[config.mk]
export PLATFORM = sky130hd
export DESIGN_NAME = store_queue_mw_flat
export DESIGN_NICKNAME = d
export VERILOG_FILES = /design/src/rtl/store_queue_mw_if.sv /design/src/rtl/store_queue_mw.sv /design/src/flat_wrapper.sv
export SDC_FILE = /design/constraint.sdc
export NUM_CORES = 2
export LEC_CHECK = 0
export ABC_AREA = 1
export BUFFER_PORTS_ARGS = -buffer_cell sky130_fd_sc_hd__buf_4
export CAP_MARGIN = 40
export CORE_AREA = 3 3 339 341
export DETAILED_ROUTE_END_ITERATION = 8
export DIE_AREA = 0 0 342 344
export MAX_ROUTING_LAYER = met4
export SYNTH_ARGS = -nofsm -noshare
export SYNTH_HDL_FRONTEND = slang
export SYNTH_SLANG_ARGS = --single-unit
export TNS_END_PERCENT = 5
[constraint.sdc]
create_clock -name clk -period 6.1 [get_ports clk]
set_input_delay 0.305 -clock clk [delete_from_list [all_inputs] [get_ports clk]]
set_output_delay 0.305 -clock clk [all_outputs]
set_load 0.05 [all_outputs]
[src/rtl/store_queue_mw_if.sv]
// Store queue bus interface.
// Groups every non-clock signal of store_queue_mw:
//   master (LSU/ROB side) : alloc lanes, AGU result, CDB snoop, commit,
//                           flush, fire/success notifications
//   slave  (store queue)  : alloc_ready, per-entry status/fields, pointers
interface store_queue_mw_if #(
  parameter int XLEN          = 32,
  parameter int ROB_TAG_WIDTH = 5,
  parameter int STQ_SIZE      = 8,
  parameter int STQ_TAG_WIDTH = $clog2(STQ_SIZE) + 1,
  parameter int ALLOC_WIDTH   = 2,
  parameter int CDB_PORTS     = 2
);
  localparam int IW = $clog2(STQ_SIZE);

  logic [ALLOC_WIDTH-1:0]                    alloc_valid;
  logic [ALLOC_WIDTH-1:0][ROB_TAG_WIDTH-1:0] alloc_rob_tag;
  logic [ALLOC_WIDTH-1:0][1:0]               alloc_size;
  logic [ALLOC_WIDTH-1:0][XLEN-1:0]          alloc_data;
  logic [ALLOC_WIDTH-1:0]                    alloc_data_valid;
  logic                                      alloc_ready;

  logic                     agu_valid;
  logic [XLEN-1:0]          agu_address;
  logic [ROB_TAG_WIDTH-1:0] agu_rob_tag;

  logic [CDB_PORTS-1:0]                    cdb_active;
  logic [CDB_PORTS-1:0][XLEN-1:0]          cdb_data;
  logic [CDB_PORTS-1:0][ROB_TAG_WIDTH-1:0] cdb_tag;

  logic                     rob_commit;
  logic [ROB_TAG_WIDTH-1:0] rob_commit_tag;
  logic                     flush;
  logic [ROB_TAG_WIDTH-1:0] flush_rob_tag;
  logic                     store_fired;
  logic [IW-1:0]            store_fired_index;
  logic                     store_succeeded;
  logic [ROB_TAG_WIDTH-1:0] store_succeeded_rob_tag;

  logic [STQ_SIZE-1:0] stq_valid, stq_address_valid, stq_data_valid;
  logic [STQ_SIZE-1:0] stq_committed, stq_executed, stq_succeeded, stq_misaligned;
  logic [STQ_SIZE-1:0][XLEN-1:0]          stq_address, stq_data;
  logic [STQ_SIZE-1:0][3:0]               stq_byte_mask;
  logic [STQ_SIZE-1:0][ROB_TAG_WIDTH-1:0] stq_rob_tag;
  logic [STQ_TAG_WIDTH-1:0] head, tail, count;
  logic full, empty;

  modport master (
    output alloc_valid, alloc_rob_tag, alloc_size, alloc_data, alloc_data_valid,
    output agu_valid, agu_address, agu_rob_tag,
    output cdb_active, cdb_data, cdb_tag,
    output rob_commit, rob_commit_tag, flush, flush_rob_tag,
    output store_fired, store_fired_index, store_succeeded, store_succeeded_rob_tag,
    input  alloc_ready,
    input  stq_valid, stq_address_valid, stq_data_valid, stq_committed,
    input  stq_executed, stq_succeeded, stq_misaligned,
    input  stq_address, stq_data, stq_byte_mask, stq_rob_tag,
    input  head, tail, count, full, empty
  );

  modport slave (
    input  alloc_valid, alloc_rob_tag, alloc_size, alloc_data, alloc_data_valid,
    input  agu_valid, agu_address, agu_rob_tag,
    input  cdb_active, cdb_data, cdb_tag,
    input  rob_commit, rob_commit_tag, flush, flush_rob_tag,
    input  store_fired, store_fired_index, store_succeeded, store_succeeded_rob_tag,
    output alloc_ready,
    output stq_valid, stq_address_valid, stq_data_valid, stq_committed,
    output stq_executed, stq_succeeded, stq_misaligned,
    output stq_address, stq_data, stq_byte_mask, stq_rob_tag,
    output head, tail, count, full, empty
  );
endinterface

[src/rtl/store_queue_mw.sv]
// Multi-wide store queue: in-order allocation of up to ALLOC_WIDTH stores per
// cycle, AGU/CDB capture, commit/fire/success tracking, in-order retire of up
// to RETIRE_WIDTH succeeded head entries, self-recomputing tail on flush.
// Ports:
//   clk   - clock
//   reset - asynchronous active-low reset
//   bus   - store_queue_mw_if slave modport (all request/status signals)
module store_queue_mw #(
  parameter int XLEN          = 32,
  parameter int ROB_TAG_WIDTH = 5,
  parameter int STQ_SIZE      = 8,
  parameter int STQ_TAG_WIDTH = $clog2(STQ_SIZE) + 1,
  parameter int ALLOC_WIDTH   = 2,
  parameter int CDB_PORTS     = 2,
  parameter int RETIRE_WIDTH  = 2
) (
  input logic           clk,
  input logic           reset,
  store_queue_mw_if.slave bus
);
  localparam int IW = $clog2(STQ_SIZE);
  localparam int TW = STQ_TAG_WIDTH;
  localparam logic [TW-1:0] SIZE_T = TW'(STQ_SIZE);

  logic [TW-1:0] r_head, r_tail, w_head_nxt, w_tail_nxt;
  logic [TW-1:0] w_count, w_ret_n, w_alloc_n, w_surv;
  logic [STQ_SIZE-1:0] r_valid, r_addr_v, r_data_v, r_commit, r_exec, r_succ, r_misal;
  logic [STQ_SIZE-1:0] w_valid, w_addr_v, w_data_v, w_commit, w_exec, w_succ, w_misal;
  logic [STQ_SIZE-1:0][XLEN-1:0]          r_addr, r_data, w_addr, w_data;
  logic [STQ_SIZE-1:0][3:0]               r_mask, w_mask;
  logic [STQ_SIZE-1:0][ROB_TAG_WIDTH-1:0] r_tag, w_tag;
  logic [STQ_SIZE-1:0][1:0]               r_size, w_size;
  logic [STQ_SIZE-1:0] w_clr, w_kill;
  logic w_alloc_ready, w_alloc_ok;

  assign w_count       = r_tail - r_head;
  assign w_alloc_ready = (SIZE_T - w_count) >= TW'(ALLOC_WIDTH);
  assign w_alloc_ok    = w_alloc_ready & ~bus.flush;

  // Kill / retire masks, all from registered state.
  always_comb begin
    logic [ROB_TAG_WIDTH-1:0] diff;
    logic [IW-1:0]            hidx;
    logic                     stop;
    diff    = '0;
    hidx    = '0;
    stop    = 1'b0;
    w_kill  = '0;
    w_clr   = '0;
    w_ret_n = '0;
    w_surv  = '0;
    for (int e = 0; e < STQ_SIZE; e++) begin
      // Tag distance sign decides age: non-negative means same or younger.
      diff      = r_tag[e] - bus.flush_rob_tag;
      w_kill[e] = bus.flush & r_valid[e] & ~diff[ROB_TAG_WIDTH-1];
      if (r_valid[e] && !w_kill[e]) w_surv = w_surv + TW'(1);
    end
    // Retire stops at the first entry that is not both valid and succeeded.
    for (int r = 0; r < RETIRE_WIDTH; r++) begin
      hidx = r_head[IW-1:0] + IW'(r);
      if (!stop && r_valid[hidx] && r_succ[hidx]) begin
        w_clr[hidx] = 1'b1;
        w_ret_n     = w_ret_n + TW'(1);
      end else begin
        stop = 1'b1;
      end
    end
    w_clr = w_clr | w_kill;
  end

  // Next entry state: field updates, then allocate overrides, then clear wins.
  always_comb begin
    logic [3:0]      base;
    logic [XLEN-1:0] a;
    logic            hit;
    logic [IW-1:0]   aidx;
    base = '0; a = '0; hit = 1'b0; aidx = '0; w_alloc_n = '0;
    w_valid = r_valid; w_addr_v = r_addr_v; w_data_v = r_data_v; w_commit = r_commit;
    w_exec  = r_exec;  w_succ   = r_succ;   w_misal  = r_misal;
    w_addr  = r_addr;  w_data   = r_data;   w_mask   = r_mask;
    w_tag   = r_tag;   w_size   = r_size;

    for (int e = 0; e < STQ_SIZE; e++) begin
      if (r_valid[e]) begin
        if (bus.agu_valid && r_tag[e] == bus.agu_rob_tag) begin
          a = bus.agu_address;
          case (r_size[e])
            2'd0:    base = 4'h1;
            2'd1:    base = 4'h3;
            default: base = 4'hF;
          endcase
          w_addr[e]   = a;
          w_addr_v[e] = 1'b1;
          w_mask[e]   = base << a[1:0];
          w_misal[e]  = (r_size[e] == 2'd1 && a[0]) ||
                        (r_size[e] == 2'd2 && a[1:0] != 2'b00);
        end
        hit = 1'b0;
        for (int p = 0; p < CDB_PORTS; p++) begin
          if (!hit && bus.cdb_active[p] && bus.cdb_tag[p] == r_tag[e]) begin
            w_data[e]   = bus.cdb_data[p];
            w_data_v[e] = 1'b1;
            hit         = 1'b1;
          end
        end
        if (bus.rob_commit && r_tag[e] == bus.rob_commit_tag)               w_commit[e] = 1'b1;
        if (bus.store_fired && bus.store_fired_index == IW'(e))             w_exec[e]   = 1'b1;
        if (bus.store_succeeded && r_tag[e] == bus.store_succeeded_rob_tag) w_succ[e]   = 1'b1;
      end
    end

    // Valid lanes are packed contiguously starting at tail.
    for (int k = 0; k < ALLOC_WIDTH; k++) begin
      if (w_alloc_ok && bus.alloc_valid[k]) begin
        aidx           = r_tail[IW-1:0] + w_alloc_n[IW-1:0];
        w_valid[aidx]  = 1'b1;
        w_tag[aidx]    = bus.alloc_rob_tag[k];
        w_size[aidx]   = bus.alloc_size[k];
        w_data[aidx]   = bus.alloc_data[k];
        w_data_v[aidx] = bus.alloc_data_valid[k];
        w_addr[aidx]   = '0;
        w_addr_v[aidx] = 1'b0;
        w_mask[aidx]   = '0;
        w_misal[aidx]  = 1'b0;
        w_commit[aidx] = 1'b0;
        w_exec[aidx]   = 1'b0;
        w_succ[aidx]   = 1'b0;
        hit = 1'b0;
        for (int p = 0; p < CDB_PORTS; p++) begin
          if (!hit && bus.cdb_active[p] && bus.cdb_tag[p] == bus.alloc_rob_tag[k]) begin
            w_data[aidx]   = bus.cdb_data[p];
            w_data_v[aidx] = 1'b1;
            hit            = 1'b1;
          end
        end
        w_alloc_n = w_alloc_n + TW'(1);
      end
    end

    for (int e = 0; e < STQ_SIZE; e++) begin
      if (w_clr[e]) begin
        w_valid[e] = 1'b0; w_addr_v[e] = 1'b0; w_data_v[e] = 1'b0; w_commit[e] = 1'b0;
        w_exec[e]  = 1'b0; w_succ[e]   = 1'b0; w_misal[e]  = 1'b0;
        w_addr[e]  = '0;   w_data[e]   = '0;   w_mask[e]   = '0;
        w_tag[e]   = '0;   w_size[e]   = '0;
      end
    end

    w_head_nxt = r_head + w_ret_n;
    // Survivors include entries retiring this cycle: they sit in front of the
    // remaining ones, so the tail lands right after the youngest survivor.
    w_tail_nxt = bus.flush ? (r_head + w_surv) : (r_tail + w_alloc_n);
  end

  always_ff @(posedge clk or negedge reset) begin
    if (!reset) begin
      r_head <= '0; r_tail <= '0;
      r_valid <= '0; r_addr_v <= '0; r_data_v <= '0; r_commit <= '0;
      r_exec  <= '0; r_succ   <= '0; r_misal  <= '0;
      r_addr  <= '0; r_data   <= '0; r_mask   <= '0; r_tag <= '0; r_size <= '0;
    end else begin
      r_head <= w_head_nxt; r_tail <= w_tail_nxt;
      r_valid <= w_valid; r_addr_v <= w_addr_v; r_data_v <= w_data_v; r_commit <= w_commit;
      r_exec  <= w_exec;  r_succ   <= w_succ;   r_misal  <= w_misal;
      r_addr  <= w_addr;  r_data   <= w_data;   r_mask   <= w_mask; r_tag <= w_tag; r_size <= w_size;
    end
  end

  assign bus.alloc_ready       = w_alloc_ready;
  assign bus.head              = r_head;
  assign bus.tail              = r_tail;
  assign bus.count             = w_count;
  assign bus.full              = (w_count == SIZE_T);
  assign bus.empty             = (w_count == '0);
  assign bus.stq_valid         = r_valid;
  assign bus.stq_address_valid = r_addr_v;
  assign bus.stq_data_valid    = r_data_v;
  assign bus.stq_committed     = r_commit;
  assign bus.stq_executed      = r_exec;
  assign bus.stq_succeeded     = r_succ;
  assign bus.stq_misaligned    = r_misal;
  assign bus.stq_address       = r_addr;
  assign bus.stq_data          = r_data;
  assign bus.stq_byte_mask     = r_mask;
  assign bus.stq_rob_tag       = r_tag;
endmodule
[src/flat_wrapper.sv]
// flat-port wrapper written by rule: the top's interface ports become plain ports
module store_queue_mw_flat 
#(
  parameter int XLEN          = 32,
  parameter int ROB_TAG_WIDTH = 5,
  parameter int STQ_SIZE      = 8,
  parameter int STQ_TAG_WIDTH = $clog2(STQ_SIZE) + 1,
  parameter int ALLOC_WIDTH   = 2,
  parameter int CDB_PORTS     = 2,
  parameter int RETIRE_WIDTH  = 2
)
  (clk, reset, bus_alloc_valid, bus_alloc_rob_tag, bus_alloc_size, bus_alloc_data, bus_alloc_data_valid, bus_agu_valid, bus_agu_address, bus_agu_rob_tag, bus_cdb_active, bus_cdb_data, bus_cdb_tag, bus_rob_commit, bus_rob_commit_tag, bus_flush, bus_flush_rob_tag, bus_store_fired, bus_store_fired_index, bus_store_succeeded, bus_store_succeeded_rob_tag, bus_alloc_ready, bus_stq_valid, bus_stq_address_valid, bus_stq_data_valid, bus_stq_committed, bus_stq_executed, bus_stq_succeeded, bus_stq_misaligned, bus_stq_address, bus_stq_data, bus_stq_byte_mask, bus_stq_rob_tag, bus_head, bus_tail, bus_count, bus_full, bus_empty);
  store_queue_mw_if #(.XLEN(XLEN), .ROB_TAG_WIDTH(ROB_TAG_WIDTH), .STQ_SIZE(STQ_SIZE), .STQ_TAG_WIDTH(STQ_TAG_WIDTH), .ALLOC_WIDTH(ALLOC_WIDTH), .CDB_PORTS(CDB_PORTS)) bus_i ();
  input logic clk;
  input logic reset;
  input wire logic [$bits(bus_i.alloc_valid)-1:0] bus_alloc_valid;
  input wire logic [$bits(bus_i.alloc_rob_tag)-1:0] bus_alloc_rob_tag;
  input wire logic [$bits(bus_i.alloc_size)-1:0] bus_alloc_size;
  input wire logic [$bits(bus_i.alloc_data)-1:0] bus_alloc_data;
  input wire logic [$bits(bus_i.alloc_data_valid)-1:0] bus_alloc_data_valid;
  input wire logic [$bits(bus_i.agu_valid)-1:0] bus_agu_valid;
  input wire logic [$bits(bus_i.agu_address)-1:0] bus_agu_address;
  input wire logic [$bits(bus_i.agu_rob_tag)-1:0] bus_agu_rob_tag;
  input wire logic [$bits(bus_i.cdb_active)-1:0] bus_cdb_active;
  input wire logic [$bits(bus_i.cdb_data)-1:0] bus_cdb_data;
  input wire logic [$bits(bus_i.cdb_tag)-1:0] bus_cdb_tag;
  input wire logic [$bits(bus_i.rob_commit)-1:0] bus_rob_commit;
  input wire logic [$bits(bus_i.rob_commit_tag)-1:0] bus_rob_commit_tag;
  input wire logic [$bits(bus_i.flush)-1:0] bus_flush;
  input wire logic [$bits(bus_i.flush_rob_tag)-1:0] bus_flush_rob_tag;
  input wire logic [$bits(bus_i.store_fired)-1:0] bus_store_fired;
  input wire logic [$bits(bus_i.store_fired_index)-1:0] bus_store_fired_index;
  input wire logic [$bits(bus_i.store_succeeded)-1:0] bus_store_succeeded;
  input wire logic [$bits(bus_i.store_succeeded_rob_tag)-1:0] bus_store_succeeded_rob_tag;
  output wire logic [$bits(bus_i.alloc_ready)-1:0] bus_alloc_ready;
  output wire logic [$bits(bus_i.stq_valid)-1:0] bus_stq_valid;
  output wire logic [$bits(bus_i.stq_address_valid)-1:0] bus_stq_address_valid;
  output wire logic [$bits(bus_i.stq_data_valid)-1:0] bus_stq_data_valid;
  output wire logic [$bits(bus_i.stq_committed)-1:0] bus_stq_committed;
  output wire logic [$bits(bus_i.stq_executed)-1:0] bus_stq_executed;
  output wire logic [$bits(bus_i.stq_succeeded)-1:0] bus_stq_succeeded;
  output wire logic [$bits(bus_i.stq_misaligned)-1:0] bus_stq_misaligned;
  output wire logic [$bits(bus_i.stq_address)-1:0] bus_stq_address;
  output wire logic [$bits(bus_i.stq_data)-1:0] bus_stq_data;
  output wire logic [$bits(bus_i.stq_byte_mask)-1:0] bus_stq_byte_mask;
  output wire logic [$bits(bus_i.stq_rob_tag)-1:0] bus_stq_rob_tag;
  output wire logic [$bits(bus_i.head)-1:0] bus_head;
  output wire logic [$bits(bus_i.tail)-1:0] bus_tail;
  output wire logic [$bits(bus_i.count)-1:0] bus_count;
  output wire logic [$bits(bus_i.full)-1:0] bus_full;
  output wire logic [$bits(bus_i.empty)-1:0] bus_empty;
  assign bus_i.alloc_valid = bus_alloc_valid;
  assign bus_i.alloc_rob_tag = bus_alloc_rob_tag;
  assign bus_i.alloc_size = bus_alloc_size;
  assign bus_i.alloc_data = bus_alloc_data;
  assign bus_i.alloc_data_valid = bus_alloc_data_valid;
  assign bus_i.agu_valid = bus_agu_valid;
  assign bus_i.agu_address = bus_agu_address;
  assign bus_i.agu_rob_tag = bus_agu_rob_tag;
  assign bus_i.cdb_active = bus_cdb_active;
  assign bus_i.cdb_data = bus_cdb_data;
  assign bus_i.cdb_tag = bus_cdb_tag;
  assign bus_i.rob_commit = bus_rob_commit;
  assign bus_i.rob_commit_tag = bus_rob_commit_tag;
  assign bus_i.flush = bus_flush;
  assign bus_i.flush_rob_tag = bus_flush_rob_tag;
  assign bus_i.store_fired = bus_store_fired;
  assign bus_i.store_fired_index = bus_store_fired_index;
  assign bus_i.store_succeeded = bus_store_succeeded;
  assign bus_i.store_succeeded_rob_tag = bus_store_succeeded_rob_tag;
  assign bus_alloc_ready = bus_i.alloc_ready;
  assign bus_stq_valid = bus_i.stq_valid;
  assign bus_stq_address_valid = bus_i.stq_address_valid;
  assign bus_stq_data_valid = bus_i.stq_data_valid;
  assign bus_stq_committed = bus_i.stq_committed;
  assign bus_stq_executed = bus_i.stq_executed;
  assign bus_stq_succeeded = bus_i.stq_succeeded;
  assign bus_stq_misaligned = bus_i.stq_misaligned;
  assign bus_stq_address = bus_i.stq_address;
  assign bus_stq_data = bus_i.stq_data;
  assign bus_stq_byte_mask = bus_i.stq_byte_mask;
  assign bus_stq_rob_tag = bus_i.stq_rob_tag;
  assign bus_head = bus_i.head;
  assign bus_tail = bus_i.tail;
  assign bus_count = bus_i.count;
  assign bus_full = bus_i.full;
  assign bus_empty = bus_i.empty;
  store_queue_mw #(.XLEN(XLEN), .ROB_TAG_WIDTH(ROB_TAG_WIDTH), .STQ_SIZE(STQ_SIZE), .STQ_TAG_WIDTH(STQ_TAG_WIDTH), .ALLOC_WIDTH(ALLOC_WIDTH), .CDB_PORTS(CDB_PORTS), .RETIRE_WIDTH(RETIRE_WIDTH)) u_core (.clk(clk), .reset(reset), .bus(bus_i));
endmodule
Word-level counts from Yosys, hierarchy flattened

Index checks and enable logic that the tools add are counted.

Register bits after elaboration: 664
Bits in latches: 0
Bits in writable memories: 0
Bits in read-only memories: 0
Input bits: 220
Memories kept: 0

Add/subtract/negate cells: 24
Multipliers: 0
Div/mod/pow operators: 0
Magnitude comparators: 9
Eq/ne operators: 68
Shifts and indexed selects: 8
Multiplexer cells: 395
Bitwise logic cells: 54
Reductions and logical operators: 132

Operator list:

| operator                        | number |
|---|---|
| 2-to-1 mux 256 bit              | 10 |
| 2-to-1 mux 32 bit               | 60 |
| bitwise mux 256 bit             | 6 |
| bitwise AND 256 bit             | 2 |
| NOT 256 bit                     | 2 |
| == test 5 bit                   | 44 |
| 2-to-1 mux 4 bit                | 52 |
| demux 32 bit (select 3 bit)     | 2 |
| 2-to-1 mux 1 bit                | 191 |
| 2-to-1 mux 8 bit                | 22 |
| logical AND 1 bit               | 95 |
| bitwise AND 8 bit               | 10 |
| bitwise mux 40 bit              | 2 |
| 2-to-1 mux 40 bit               | 2 |
| bitwise AND 32 bit              | 2 |
| NOT 32 bit                      | 2 |
| bitwise OR 8 bit                | 8 |
| case mux 4 bit (2 select lines) | 8 |
| 2-to-1 mux 5 bit                | 10 |
| subtractor 5 bit                | 8 |
| bitwise mux 16 bit              | 2 |
| 2-to-1 mux 16 bit               | 2 |
| << shifter 4 x 2 -> 4 bit       | 8 |
| demux 5 bit (select 3 bit)      | 2 |
| 31 further kinds                | 138 |

Logic depth before layout (Yosys ltp)

Depth in word-level cells: 24
Depth in mapped cells: 40

Worst setup path after synthesis

OpenSTA, ideal clock, no wires.

Path kind: reg-to-reg
Start: register u_core.r_tail[0] (netlist: u_core.bus.tail[0])
End: register u_core.r_data (netlist bit u_core.bus.stq_data[173])
Library setup time: 0.104 ns
Arrival time: 5.277 ns
Required time: 5.996 ns
Setup slack: 0.719 ns
Cell stages (with the launch flop): 24
Buffers on the path: 3
Period minus slack after synthesis: 5.381 ns
Cells stage by stage: dfrtp_1 -> inv_1 -> ha_1 -> fa_1 -> or2_1 -> nand2_1 -> xnor2_1 -> nor3_1 -> nand3_2 -> nand2_1 -> inv_2 -> nand2_4 -> inv_2 -> buf_4 -> clkbuf_1 -> ha_1 -> ha_1 -> xnor2_1 -> nor2_1 -> nand2_1 -> nor2_2 -> clkbuf_1 -> a21oi_1 -> a221oi_1

RTL lines:

| what                     | RTL line              | text |
|---|---|---|
| start: declaration       | store_queue_mw.sv:25  | `logic [TW-1:0] r_head, r_tail, w_head_nxt, w_tail_nxt;` |
| start signal: assignment | store_queue_mw.sv:162 | `r_head <= w_head_nxt; r_tail <= w_tail_nxt;` |
| end signal: assignment   | store_queue_mw.sv:165 | `r_addr <= w_addr; r_data <= w_data; r_mask <= w_mask; r_tag <= w_tag; r_size <= w_size;` |
| end: declaration         | store_queue_mw.sv:29  | `logic [STQ_SIZE-1:0][XLEN-1:0] r_addr, r_data, w_addr, w_data;` |

Worst setup path after layout

Start: register u_core.r_tag (netlist bit u_core.bus.stq_rob_tag[1])
End: register u_core.r_tail[3] (netlist: u_core.bus.tail[3])

Longest elaborated chain between the ends: 22

Ends and longest elaborated chain:

| what                           | RTL line              | text |
|---|---|---|
| start: declaration             | store_queue_mw.sv:31  | `logic [STQ_SIZE-1:0][ROB_TAG_WIDTH-1:0] r_tag, w_tag;` |
| start signal: assignment       | store_queue_mw.sv:165 |  |
| subtractor 5 bit (*)           | store_queue_mw.sv:54  | `diff = r_tag[e] - bus.flush_rob_tag;` |
| NOT 1 bit (*)                  | store_queue_mw.sv:55  | `w_kill[e] = bus.flush & r_valid[e] & ~diff[ROB_TAG_WIDTH-1];` |
| bitwise AND 1 bit (*)          | store_queue_mw.sv:55  |  |
| zero test 1 bit (*)            | store_queue_mw.sv:56  | `if (r_valid[e] && !w_kill[e]) w_surv = w_surv + TW'(1);` |
| logical AND 1 bit (*)          | store_queue_mw.sv:56  |  |
| 2-to-1 mux 1 bit (*)           | store_queue_mw.sv:56  |  |
| adder 1 x 1 -> 2 bit           | store_queue_mw.sv:56  |  |
| 2-to-1 mux 4 bit (*)           | store_queue_mw.sv:56  |  |
| (+7 left out)                  | n/a                   |  |
| 2-to-1 mux 4 bit (*)           | store_queue_mw.sv:56  |  |
| adder 4 x 1 -> 4 bit           | store_queue_mw.sv:56  |  |
| 2-to-1 mux 4 bit (*)           | store_queue_mw.sv:56  |  |
| adder 4 x 1 -> 4 bit           | store_queue_mw.sv:56  |  |
| 2-to-1 mux 4 bit (*)           | store_queue_mw.sv:56  |  |
| adder 4 bit (*)                | store_queue_mw.sv:152 | `w_tail_nxt = bus.flush ? (r_head + w_surv) : (r_tail + w_alloc_n);` |
| 2-to-1 mux 4 bit (*)           | store_queue_mw.sv:152 |  |
| named net u_core.w_tail_nxt[3] | store_queue_mw.sv:25  |  |

Mark *: on every way through the listed nets, which the timed path passes. The rest lies on a longest branch.

==> results.toml <==
[min_path]
hp-class = "in -> reg"

[critical_path]
cp_max_fo = 9
path_depth = 35
rrSetupSlack_ns = 0.69
cp-startpoint = "u_core.bus.stq_rob_tag[1]"
r2r-start = "u_core.bus.stq_rob_tag[1]"
critPathTopFamily = "simple AND/OR/NAND/NOR gates"
crit_path_top_delay_cell = "dfrtp_1"
critPathMostFrequentCell = "nand2_1"
start_kind = "register"
critPathBufInv = 5
worst_r2r_endpoint = "u_core.bus.tail[3]"
cp_slowest_stage_delay_ns = 0.57
critPathCaptureType = "register"
path_class = "reg -> reg"
critPathArrivalTime_ns = 5.99
worstRegToRegCells = 35
cp-endpoint = "u_core.bus.tail[3]"
required_ns = 6.68

[logic_synthesis]
synth_edf_count = 0
synth_flop_cell = "dfrtp_1"
muxShareOfSynthArea_pct = 0.0897
synth_top_family_by_area = "compound AO/OA/AOI/OAI gates"
synthSimpleGateAreaFrac_pct = 17.0
synthXorXnorAreaFrac_pct = 1.41
synth_fp_nets = 6429
ys_seq_area_share_pct = 37.2
synth-compound-area-share_pct = 33.6
yosys.area.top_type = "dfrtp_1"
synth_top_area_share_pct = 37.2
synth.area.top_cells = "dfrtp_1 37%, nand2_1 10%, o21ai_0 8.7%"
async_flop_share_pct = 100
synthAdderAreaFrac_pct = 1.55
synth_warnings = 0
postSynthAreaPerCell_sq_um = 7.25
postSynthCellCount = 6156
syn-cell-area_sq_um = 44600
synth.distinct_cells = 57
ys_seq_elements = 664

[floorplan]
dieHeight_microns = 344
start_util_pct = 39.8
die_area_sq_um = 118000
core_sq_um = 112000
row_count = 123
chipWidth_microns = 342
io_pins = 875

[pwr]
p_leak_nw = 24.8
ir_drop_uv = 476
power_density_nw_per_um2 = 625

[sta]
fmax_ghz = 0.185
grt_setup_unrepaired = "false"
slew_headroom_pct = 32.4
maxSlewViolCount = 0
final.setup_skew_ns = 0.0155
hold_violations = 0
finalCritPeriodShare_pct = 88.8
tightest_slew_ns = 0.988
tns_ns = 0
period_needed_ns = 5.41
finalSetupViolCount = 0

[final_layout]
area_delta_synth_final_pct = 24.6
final_util_pct = 49.6
final_cell_mix = "1204 x nand2_1, 1007 x buf_4, 778 x o21ai_0, 776 x a21oi_1, 656 x dfrtp_1"
final_common_cell = "nand2_1"
nNetsFinal = 7057
final_layout_size_suffix_gt1_share_pct = 18.9

[place]
gp_congestion = 1.02
hpwl_microns = 175000
portBuffers = 874

[global_route]
grt_usage_pct = 42.6
grt_pass1_wl_microns = 357000
grt_antenna_before_repair = 31
grt_max_degree = 159
grt_pass1_vias = 48000
gr-total-overflow = 0

[drt]
drt_iter0_markers = 7973
vias = 53700
detail-route-antenna-nets = 0
drc = 1
wl_per_cell_microns = 30.6
drt-total-wl_microns = 257000
dr.pass1.iters = 9
viasPerCell = 6.41

[clock_network]
cts_sinks = 664
clockBufferDepth = 3
clkLatencyLatePin_ns = 0.69
clkTransAtPathRegs_ns = 0.06
root_buffer = "clkbuf_16"
postCtsSetupBuffers = 0
cts_tree = "yes"
htreeDepth = 3
numCtsBuffers = 84

[run]
cap_viol_max_count = 0

[run_status]
violations = "DRC"
status = "complete, but fails checks"
[synth_stat cells (6+ instances only)]
master,n
a2111oi_0,21
a211oi_1,225
a21oi_1,776
a21oi_2,10
a221oi_1,185
a31oi_1,10
buf_1,16
buf_2,184
buf_4,49
buf_6,6
clkbuf_1,278
clkinv_1,37
dfrtp_1,664
ha_1,49
inv_1,357
inv_2,30
nand2_1,1211
nand2_2,12
nand3_1,76
nand3_2,14
nand4_1,16
nor2_1,493
nor2_2,11
nor3_1,45
o2111ai_1,14
o211ai_1,281
o21ai_0,778
o21ai_1,43
o221ai_1,26
o22ai_1,93
o31ai_1,11
xnor2_1,29
xor2_1,41
[worst min path at each step]
stage | from | end | slack, ns | cells past startpoint
floorplan | reset | u_core.bus.head[0] | 0.009 | 0
global placement | reset | u_core.bus.stq_address[156] | 0.44 | 1
detailed placement | reset | u_core.bus.stq_address[156] | 0.44 | 1
CTS | bus_store_fired_index[0] | u_core.bus.stq_executed[0] | 0.01 | 4
global route | bus_store_fired_index[0] | u_core.bus.stq_executed[0] | 0.05 | 4
finish | bus_store_fired_index[0] | u_core.bus.stq_executed[0] | 0.04 | 4
[logic make-up after synthesis]
logic type               after synthesis
flip-flops                           664
buffers and inverters                959
AO/OA/AOI/OAI                       2500
XOR/XNOR                              71
AND/OR/NAND/NOR                     1905
multiplexers                           4
adder cells (fa/ha/maj)               53
[worst min-delay path, stage by stage]
cell and delay [ns]:
buf_4 0.11, nor2_1 0.06, a41oi_1 0.14, nor2_1 0.06
[metrics by stage]
stage	worst slack [ns]	power (mW)	cell area, sq um	hold WS [ns]	instances
2_1_floorplan	0.719	21.4	44600	0.00941	6156
3_3_place_gp	0.640	28.6	52000	0.438	8135
3_5_place_dp	0.648	28.9	52200	0.437	8148
4_1_cts	0.670	34.1	55500	0.00989	8353
5_1_grt	0.0476	36.2	55600	0.0516	8385
6_report	0.686	34.7	55600	0.0379	8387
[per-layer routing]
layer	share of wire, %	track usage [%]
met5	0	-
met4	6.5	23.4
met3	14	14.2
met2	41	58.3
met1	39	55.1
[power by group]
| part | total (mW) | internal [mW] | switching [mW] |
|---|---|---|---|
| clock network | 5.20 | 2.98 | 2.22 |
| registers | 8.19 | 6.10 | 2.09 |
| logic | 21.3 | 6.32 | 15.0 |
[state kept, by name (all words and copies together) (netlist names)]
signal and count:
u_core.bus.stq_valid 8, u_core.bus.stq_data 256, u_core.bus.stq_executed 8, u_core.bus.tail 4, u_core.bus.stq_rob_tag 40, u_core.bus.stq_address 256, u_core.bus.stq_succeeded 8, u_core.r_size 16
u_core.bus.stq_address_valid 8, u_core.bus.stq_misaligned 8, u_core.bus.head 4, u_core.bus.stq_committed 8, u_core.bus.stq_data_valid 8, u_core.bus.stq_byte_mask 32
[what timing repair did]
action | 4_1_cts | 5_1_grt
hold buffers | 50 | 0
gates resized for setup | 0 | 0
endpoints found under the setup margin | 0 | 0
endpoints found under the hold margin | 318 | 0
[layout make-up]
cell class | instances | area (sq um)
multi-input cells | 4533 | 24100
inverters | 424 | 1590
well taps | 1500 | 1880
diodes | 34 | 85.1
repair buffers | 1077 | 8480
clock buffers | 126 | 2460
flip-flops and latches | 664 | 16600
clock inverters | 29 | 325
fillers | 11100 | 56600
No activity file was read; power rests on OpenSTA's default activity.
